File: src/rtl/csi_pkg.sv
// Shared definitions for the CSI packetizer.
// Holds the default frame size, stream word width, header magic value,
// the read-side FSM state type, the CSI word layout and a saturating
// counter helper.
package csi_pkg;

  localparam int          NUM_SC_DEFAULT = 64;
  localparam int          CSI_W          = 32;
  localparam logic [15:0] HEADER_MAGIC   = 16'hC5A1;

  typedef enum logic [1:0] {
    IDLE    = 2'd0,
    HEADER  = 2'd1,
    PAYLOAD = 2'd2
  } rd_state_t;

  typedef struct packed {
    logic [15:0] re;
    logic [15:0] im;
  } csi_word_t;

  // Increment that sticks at all-ones instead of wrapping.
  function automatic logic [15:0] sat_inc(input logic [15:0] v);
    return (v == 16'hFFFF) ? v : v + 16'd1;
  endfunction

endpackage

File: src/rtl/csi_frame_bank.sv
// Two-bank frame store: simple dual-port RAM of 2*NUM_SC words.
// The address is {bank, idx}. The read port is synchronous, so rdata
// shows the word addressed in the previous cycle.
// Ports:
//   clk    in   clock
//   we     in   write enable
//   waddr  in   write address {bank, idx}
//   wdata  in   write data
//   raddr  in   read address {bank, idx}
//   rdata  out  registered read data
module csi_frame_bank
  import csi_pkg::*;
#(
  parameter int NUM_SC = NUM_SC_DEFAULT,
  parameter int DW     = CSI_W
) (
  input  logic                          clk,
  input  logic                          we,
  input  logic [$clog2(2*NUM_SC)-1:0]   waddr,
  input  logic [DW-1:0]                 wdata,
  input  logic [$clog2(2*NUM_SC)-1:0]   raddr,
  output logic [DW-1:0]                 rdata
);

  logic [DW-1:0] mem [2*NUM_SC];

  // Write port.
  always_ff @(posedge clk) begin
    if (we) begin
      mem[waddr] <= wdata;
    end
  end

  // Synchronous read port.
  always_ff @(posedge clk) begin
    rdata <= mem[raddr];
  end

endmodule

File: src/rtl/csi_packetizer.sv
// CSI packetizer: stores complete CSI frames in a ping-pong frame store
// and emits each one as {MAGIC, seq} followed by NUM_SC CSI words.
// The input is never back-pressured; frames that find no free bank or
// that have the wrong length are discarded and counted.
// Ports:
//   s00_axis_aclk     in   clock
//   s00_axis_aresetn  in   asynchronous active-low reset
//   s00_axis_tvalid   in   CSI word valid
//   s00_axis_tlast    in   last CSI word of frame
//   s00_axis_tdata    in   CSI word {re, im}
//   s00_axis_tready   out  1 outside reset
//   m00_axis_tvalid   out  packet word valid
//   m00_axis_tlast    out  last word of packet
//   m00_axis_tdata    out  header or CSI word
//   m00_axis_tready   in   DMA ready
//   seq_out           out  sequence number of the next packet to emit
//   drop_count        out  frames dropped for lack of a free bank (saturating)
//   len_err_count     out  frames with bad length (saturating)
module csi_packetizer
  import csi_pkg::*;
#(
  parameter int          NUM_SC = NUM_SC_DEFAULT,
  parameter logic [15:0] MAGIC  = HEADER_MAGIC
) (
  input  logic              s00_axis_aclk,
  input  logic              s00_axis_aresetn,
  input  logic              s00_axis_tvalid,
  input  logic              s00_axis_tlast,
  input  logic [CSI_W-1:0]  s00_axis_tdata,
  output logic              s00_axis_tready,
  output logic              m00_axis_tvalid,
  output logic              m00_axis_tlast,
  output logic [CSI_W-1:0]  m00_axis_tdata,
  input  logic              m00_axis_tready,
  output logic [15:0]       seq_out,
  output logic [15:0]       drop_count,
  output logic [15:0]       len_err_count
);

  localparam int              IDXW     = $clog2(NUM_SC);
  localparam logic [IDXW-1:0] LAST_IDX = IDXW'(NUM_SC - 1);
  localparam logic [IDXW-1:0] PEN_IDX  = IDXW'(NUM_SC - 2);

  // Write side state
  logic             tready_r;
  logic [IDXW-1:0]  wr_idx_r;
  logic             wr_bank_r;
  logic             discard_r;
  logic [15:0]      drop_count_r;
  logic [15:0]      len_err_count_r;
  logic [1:0]       full_r;

  // Read side state
  rd_state_t        state_r;
  logic             tvalid_r;
  logic             tlast_r;
  logic [CSI_W-1:0] tdata_r;
  logic [IDXW-1:0]  out_idx_r;
  logic             rd_bank_r;
  logic [15:0]      seq_r;

  csi_word_t        in_word_s;
  logic             in_hs_s;
  logic             frame_start_s;
  logic             drop_s;
  logic             we_s;
  logic             commit_s;
  logic             release_s;
  logic [1:0]       set_mask_s;
  logic [1:0]       clr_mask_s;
  logic [IDXW-1:0]  rd_idx_s;
  logic [CSI_W-1:0] rd_data_s;

  assign in_word_s = s00_axis_tdata;
  assign in_hs_s   = s00_axis_tvalid & tready_r;

  // Write-side decode: frame start, drop decision, RAM write and commit.
  always_comb begin
    frame_start_s = !discard_r && (wr_idx_r == '0);
    // The writer only ever sees the registered full flag, so a bank
    // released in this same cycle still counts as full.
    drop_s        = in_hs_s && frame_start_s && full_r[wr_bank_r];
    we_s          = in_hs_s && !discard_r && !drop_s;
    commit_s      = we_s && s00_axis_tlast && (wr_idx_r == LAST_IDX);
    release_s     = (state_r == PAYLOAD) && m00_axis_tready && (out_idx_r == LAST_IDX);
  end

  // Per-bank set/clear requests for the full flags.
  always_comb begin
    set_mask_s = 2'b00;
    clr_mask_s = 2'b00;
    if (commit_s) begin
      set_mask_s[wr_bank_r] = 1'b1;
    end else begin
      set_mask_s = 2'b00;
    end
    if (release_s) begin
      clr_mask_s[rd_bank_r] = 1'b1;
    end else begin
      clr_mask_s = 2'b00;
    end
  end

  // Input word tracking, discard mode and error counters.
  always_ff @(posedge s00_axis_aclk or negedge s00_axis_aresetn) begin
    if (!s00_axis_aresetn) begin
      tready_r        <= 1'b0;
      wr_idx_r        <= '0;
      wr_bank_r       <= 1'b0;
      discard_r       <= 1'b0;
      drop_count_r    <= 16'd0;
      len_err_count_r <= 16'd0;
    end else begin
      tready_r <= 1'b1;
      if (in_hs_s) begin
        if (discard_r) begin
          // Swallow everything up to and including the next tlast.
          if (s00_axis_tlast) begin
            discard_r <= 1'b0;
          end
        end else if (drop_s) begin
          drop_count_r <= sat_inc(drop_count_r);
          discard_r    <= !s00_axis_tlast;
        end else if (s00_axis_tlast) begin
          wr_idx_r <= '0;
          if (wr_idx_r == LAST_IDX) begin
            wr_bank_r <= ~wr_bank_r;
          end else begin
            len_err_count_r <= sat_inc(len_err_count_r);
          end
        end else if (wr_idx_r == LAST_IDX) begin
          // Frame too long: count now, drop the rest; the bank is reused.
          len_err_count_r <= sat_inc(len_err_count_r);
          discard_r       <= 1'b1;
          wr_idx_r        <= '0;
        end else begin
          wr_idx_r <= wr_idx_r + IDXW'(1);
        end
      end
    end
  end

  // Bank full flags: set on commit, cleared when the last word leaves.
  always_ff @(posedge s00_axis_aclk or negedge s00_axis_aresetn) begin
    if (!s00_axis_aresetn) begin
      full_r <= 2'b00;
    end else begin
      full_r <= (full_r & ~clr_mask_s) | set_mask_s;
    end
  end

  // Read address: always point at the word that will be loaded into the
  // output register on the next handshake, so payload streams bubble-free.
  always_comb begin
    rd_idx_s = '0;
    case (state_r)
      IDLE: begin
        rd_idx_s = '0;
      end
      HEADER: begin
        if (m00_axis_tready) begin
          rd_idx_s = IDXW'(1);
        end else begin
          rd_idx_s = '0;
        end
      end
      PAYLOAD: begin
        if (m00_axis_tready) begin
          rd_idx_s = out_idx_r + IDXW'(2);
        end else begin
          rd_idx_s = out_idx_r + IDXW'(1);
        end
      end
      default: begin
        rd_idx_s = '0;
      end
    endcase
  end

  csi_frame_bank #(
    .NUM_SC (NUM_SC),
    .DW     (CSI_W)
  ) u_bank (
    .clk   (s00_axis_aclk),
    .we    (we_s),
    .waddr ({wr_bank_r, wr_idx_r}),
    .wdata (in_word_s),
    .raddr ({rd_bank_r, rd_idx_s}),
    .rdata (rd_data_s)
  );

  // Read-side FSM with registered AXIS outputs.
  always_ff @(posedge s00_axis_aclk or negedge s00_axis_aresetn) begin
    if (!s00_axis_aresetn) begin
      state_r   <= IDLE;
      tvalid_r  <= 1'b0;
      tlast_r   <= 1'b0;
      tdata_r   <= '0;
      out_idx_r <= '0;
      rd_bank_r <= 1'b0;
      seq_r     <= 16'd0;
    end else begin
      case (state_r)
        IDLE: begin
          if (full_r[rd_bank_r]) begin
            state_r  <= HEADER;
            tvalid_r <= 1'b1;
            tdata_r  <= {MAGIC, seq_r};
            tlast_r  <= 1'b0;
          end
        end
        HEADER: begin
          if (m00_axis_tready) begin
            state_r   <= PAYLOAD;
            tdata_r   <= rd_data_s;
            tlast_r   <= 1'b0;
            out_idx_r <= '0;
          end
        end
        PAYLOAD: begin
          if (m00_axis_tready) begin
            if (out_idx_r == LAST_IDX) begin
              state_r   <= IDLE;
              tvalid_r  <= 1'b0;
              tlast_r   <= 1'b0;
              tdata_r   <= '0;
              rd_bank_r <= ~rd_bank_r;
              seq_r     <= seq_r + 16'd1;
            end else begin
              tdata_r   <= rd_data_s;
              tlast_r   <= (out_idx_r == PEN_IDX);
              out_idx_r <= out_idx_r + IDXW'(1);
            end
          end
        end
        default: begin
          state_r  <= IDLE;
          tvalid_r <= 1'b0;
          tlast_r  <= 1'b0;
        end
      endcase
    end
  end

  assign s00_axis_tready = tready_r;
  assign m00_axis_tvalid = tvalid_r;
  assign m00_axis_tlast  = tlast_r;
  assign m00_axis_tdata  = tdata_r;
  assign seq_out         = seq_r;
  assign drop_count      = drop_count_r;
  assign len_err_count   = len_err_count_r;

endmodule

File: config.mk
export PLATFORM = sky130hd
export DESIGN_NAME = csi_packetizer
export DESIGN_NICKNAME = d
export VERILOG_FILES = /design/src/rtl/csi_pkg.sv /design/src/rtl/csi_frame_bank.sv /design/src/rtl/csi_packetizer.sv
export SDC_FILE = /design/constraint.sdc
export NUM_CORES = 2
export LEC_CHECK = 0
export ABC_CLOCK_PERIOD_IN_PS = 12700
export BUFFER_PORTS_ARGS = -buffer_cell sky130_fd_sc_hd__buf_2
export CAP_MARGIN = 20
export CORE_MARGIN = 8
export CORE_UTILIZATION = 25
export DETAILED_ROUTE_END_ITERATION = 8
export GPL_TIMING_DRIVEN = 0
export PLACE_DENSITY = 0.47
export SYNTH_ARGS = -nofsm -noshare
export SYNTH_HDL_FRONTEND = slang
export SYNTH_HIERARCHICAL = 1
export SYNTH_SLANG_ARGS = --single-unit
File: constraint.sdc
create_clock -name s00_axis_aclk -period 12.7 [get_ports s00_axis_aclk]
set_input_delay 1.905 -clock s00_axis_aclk [delete_from_list [all_inputs] [get_ports s00_axis_aclk]]
set_output_delay 1.905 -clock s00_axis_aclk [all_outputs]
set_load 0.03 [all_outputs]
==> summary.md <==
| Metric | Value |
|---|---|
| Setup Skew | 0.08564 ns |
| I/O Pins | 120 |
| Register area | 0.1262 mm² |
| Initial antenna violation count | 92 |
| Period utilization | 0.5507 |
| WP data arrival | 7.83 ns |
| Drt wl/cell | 29.71 µm |
| CTS Sinks | 4230 |
| Worst reg2reg endpoint | u_bank/rdata[8] |
| GR Overflow Total | 0 |
| Synth warn | 6 |
| CTS root buf | clkbuf_16 |
| Sequential area share after synthesis | 0.7829 |
| Mux share of post-synthesis cell area | 0.1907 |
| Slew Viols, Final | 0 |
| Worst-Margin Slew | 1.207 ns |
| Final hold viol count | 0 |
| GRT Util Overall | 0.1403 |
| Dpl hpwl | 340700 µm |
| Adder and majority gate portion of the synthesized area | 0.0009315 |
| FILL cells | 61740 |
| Post-Syn Instances | 6478 |
| Final #Nets | 7318 |
| Xor/xnor share of the synthesized area | 0.002608 |
| CTS tree | yes |
| Async SR Flop Fraction | 0.02411 |
| First-pass GRT wire length | 658100 µm |
| Min cycle time layout | 6.994 ns |
| P_leak | 56.77 nW |
| Hold Path Class | reg2reg |
| Core Area | 0.6437 mm² |
| Maximum fanout along the worst path | 10 |
| Vias in the first global route | 77130 |
| Final wirelength | 485000 µm |
| Met2 global-route usage | 0.2301 |
| Via density | 4.632 |
| Synth Cell Area | 0.1612 mm² |
| Postcts setup bufs | 0 |
| Cell variety after synth | 53 |
| Critical path's largest stage delay | 0.74 ns |
| VDD IR max | 0.1365 mV |
| Gr busiest metal | met2 |
| Primary FF master, synth | edfxtp_1 |
| HP Start | u_bank/rdata[27] |
| Reg2Reg Depth | 13 |
| Status | finished, final reports clean |
| CTS hold repair buffers | 0 |
| Commonest non-fill, non-tap cells in the layout | 4096 x edfxtp_1, 1344 x mux4_2, 431 x clkbuf_16, 253 x clkbuf_1, 176 x buf_2 |
| Core Util, Final | 0.2994 |
| #FFs+latches synth | 4230 |
| Initial Util | 0.2504 |
| Num rows | 295 |
| Highest-delay cell along the critical path | clkbuf_2 |
| Syn nets | 6527 |
| Simple-Gate Fraction of Synth Area | 0.01066 |
| Worst Path Required | 13.54 ns |
| Fraction of layout cells with a size suffix above 1 | 0.3423 |
| Clk pin slew, worst setup/hold paths | 0.06 ns |
| RSZ-0062 raised after global routing | false |
| Reg-to-reg setup timing slack | 6.12 ns |
| Synthesized area per cell | 24.88 µm² |
| Skew-Pair Late Insertion Delay | 1.06 ns |
| Multi-input gate area | 0.03450 mm² |
| Kind of critical path | in2reg |
| WHS Path Cells | 1 |
| GRT met1 Usage | 0.1837 |
| Most common library cell in the layout ignoring fill and taps | edfxtp_1 |
| Starting DRT DRC Count | 9313 |
| Total power | 34.49 mW |
| Full die area | 0.6707 mm² |
| EDFF count, synth | 4096 |
| Largest family of logic cells by synthesized area | multiplexers |
| Layout area overhead | 19.58% |
| PD cells | 178.9 mW/mm² |
| PostCTS Resize Cnt | 0 |
| Global-route track usage on met3 | 0.03225 |
| Clock Path Buffers | 4 |
| Vias | 75610 |
| Gpl congestion | 0.8689 |
| Largest net degree at the start of global routing | 97 |
| RR Startpoint | state_r[0] |
| IO Port Bufs | 119 |
| Complex-gate fraction of the synthesized area | 0.003260 |
| Cell chain of the critical path | buf_2 > clkbuf_1 > buf_1 > a21oi_1 > nor2_1 > clkbuf_1 > buf_2 > clkbuf_2 > clkbuf_1 > mux4_2 > mux4_2 > mux4_2 > mux2_2 |
| Die height | 819.0 µm |
| Die X | 819.0 µm |
| Final ANT Viol Nets | 0 |
| MaxCap Viol Count | 0 |
| DRC viols | 0 |
| Num CTS Buffers | 428 |
| Crit end category | register |
| Total iterations of the first detailed-routing run | 6 |
| Slew headroom | 0.1952 |
| Setup TNS Final | 0 ns |
| Setup-failing EPs final | 0 |
| Fmax | 143.0 MHz |
| Startpoint types | input pin |
| Hold Path Sink | m00_axis_tdata[27] |
| Clock H-tree levels | 5 |
## synthesized netlist by cell type (all sizes together), types with 2 or more instances
cell / number / share of area
a21oi: 16 / 0.00052
a221oi: 16 / 0.00087
a22o: 12 / 0.00066
a31oi: 8 / 0.00031
and2: 2 / 0.000078
and3: 14 / 0.00054
and4: 7 / 0.00038
buf: 144 / 0.0043
clkbuf: 191 / 0.0044
dfrtp: 102 / 0.016
dfxtp: 32 / 0.0040
edfxtp: 4096 / 0.76
ha: 12 / 0.00093
inv: 13 / 0.00030
mux2: 39 / 0.0027
mux2i: 2 / 0.00012
mux4: 1344 / 0.19
nand2: 60 / 0.0014
nand2b: 5 / 0.00019
nand3: 39 / 0.0012
nand3b: 2 / 0.000093
nand4: 20 / 0.00078
nor2: 194 / 0.0045
nor2b: 8 / 0.00031
nor3: 16 / 0.00050
nor4: 4 / 0.00029
o21ai: 16 / 0.00050
or3: 3 / 0.00012
xnor2: 39 / 0.0021
xor2: 9 / 0.00049
## per-layer routing
| metal | wire length, µm | share of wire |
|---|---|---|
| met1 | 197600 | 0.41 |
| met4 | 15470 | 0.032 |
| met2 | 234200 | 0.48 |
| met5 | 270 | 0.00056 |
| met3 | 37460 | 0.077 |
## worst max-delay path, delay by kind of cell
family | cells | cell delay (ns)
buffers and inverters | 7 | 3.33
muxes | 4 | 2.23
AOI/OAI and AO/OA | 1 | 0.13
and+or+nand+nor | 1 | 0.11
## layout make-up
class / count / area share
flip-flops and latches: 4230 / 0.6547
multi-input cells: 1900 / 0.1790
clock buffers: 526 / 0.05806
well taps: 8613 / 0.05591
repair buffers: 361 / 0.02880
clock inverters: 269 / 0.01481
plain buffers: 335 / 0.007517
diodes: 78 / 0.001013
inverters: 13 / 0.0002532
## per-stage QoR
stage | instance area [µm²] | hold WS (ns) | setup slack (ns) | cells
after floorplan | 161200 | 0.4268 | 6.960 | 6478
after global placement | 172600 | 0.4492 | 2.603 | 15210
after detailed placement | 178300 | 0.4423 | 4.719 | 15440
after CTS | 192300 | 0.4538 | 5.826 | 16230
after global routing | 192700 | 0.4634 | 5.635 | 16300
final | 192800 | 0.4525 | 5.706 | 16330
## sequential cells by signal, summed over array words and instances (netlist names)
signal           count
out_idx_r            6
rd_bank_r            1
m00_axis_tlast       1
u_bank/mem        4096
wr_idx_r             6
m00_axis_tdata      32
state_r              2
seq_out             16
m00_axis_tvalid      1
full_r               2
drop_count          16
s00_axis_tready      1
wr_bank_r            1
len_err_count       16
u_bank/rdata        32
discard_r            1
## kinds of logic (layout without fill, tap and decap cells)
kind of cell	after synthesis	after routing
compound gates	76	76
flops	4230	4230
xor+xnor	48	48
fa+ha+maj	12	12
other cells	1	79
simple gates	378	378
mux	1385	1385
buf+inv	348	1504
## report_power, final
part           switching (mW)  leakage [nW]  internal, mW
clock network            5.47          6.81          7.23
logic                    3.67          11.5          2.52
registers               0.140          38.4          15.5
## how the worst max path moves through the flow
stage	startpoint	end	slack, ns
after CTS	m00_axis_tready	u_bank/rdata[9]	5.83
final	m00_axis_tready	u_bank/rdata[8]	5.71
after floorplan	s00_axis_tvalid	u_bank/mem[98][0]	6.96
after global placement	s00_axis_tvalid	u_bank/mem[78][15]	2.60
after detailed placement	m00_axis_tready	u_bank/rdata[9]	4.72
after global routing	m00_axis_tready	u_bank/rdata[9]	5.63
No activity file was read; power rests on OpenSTA's default activity.
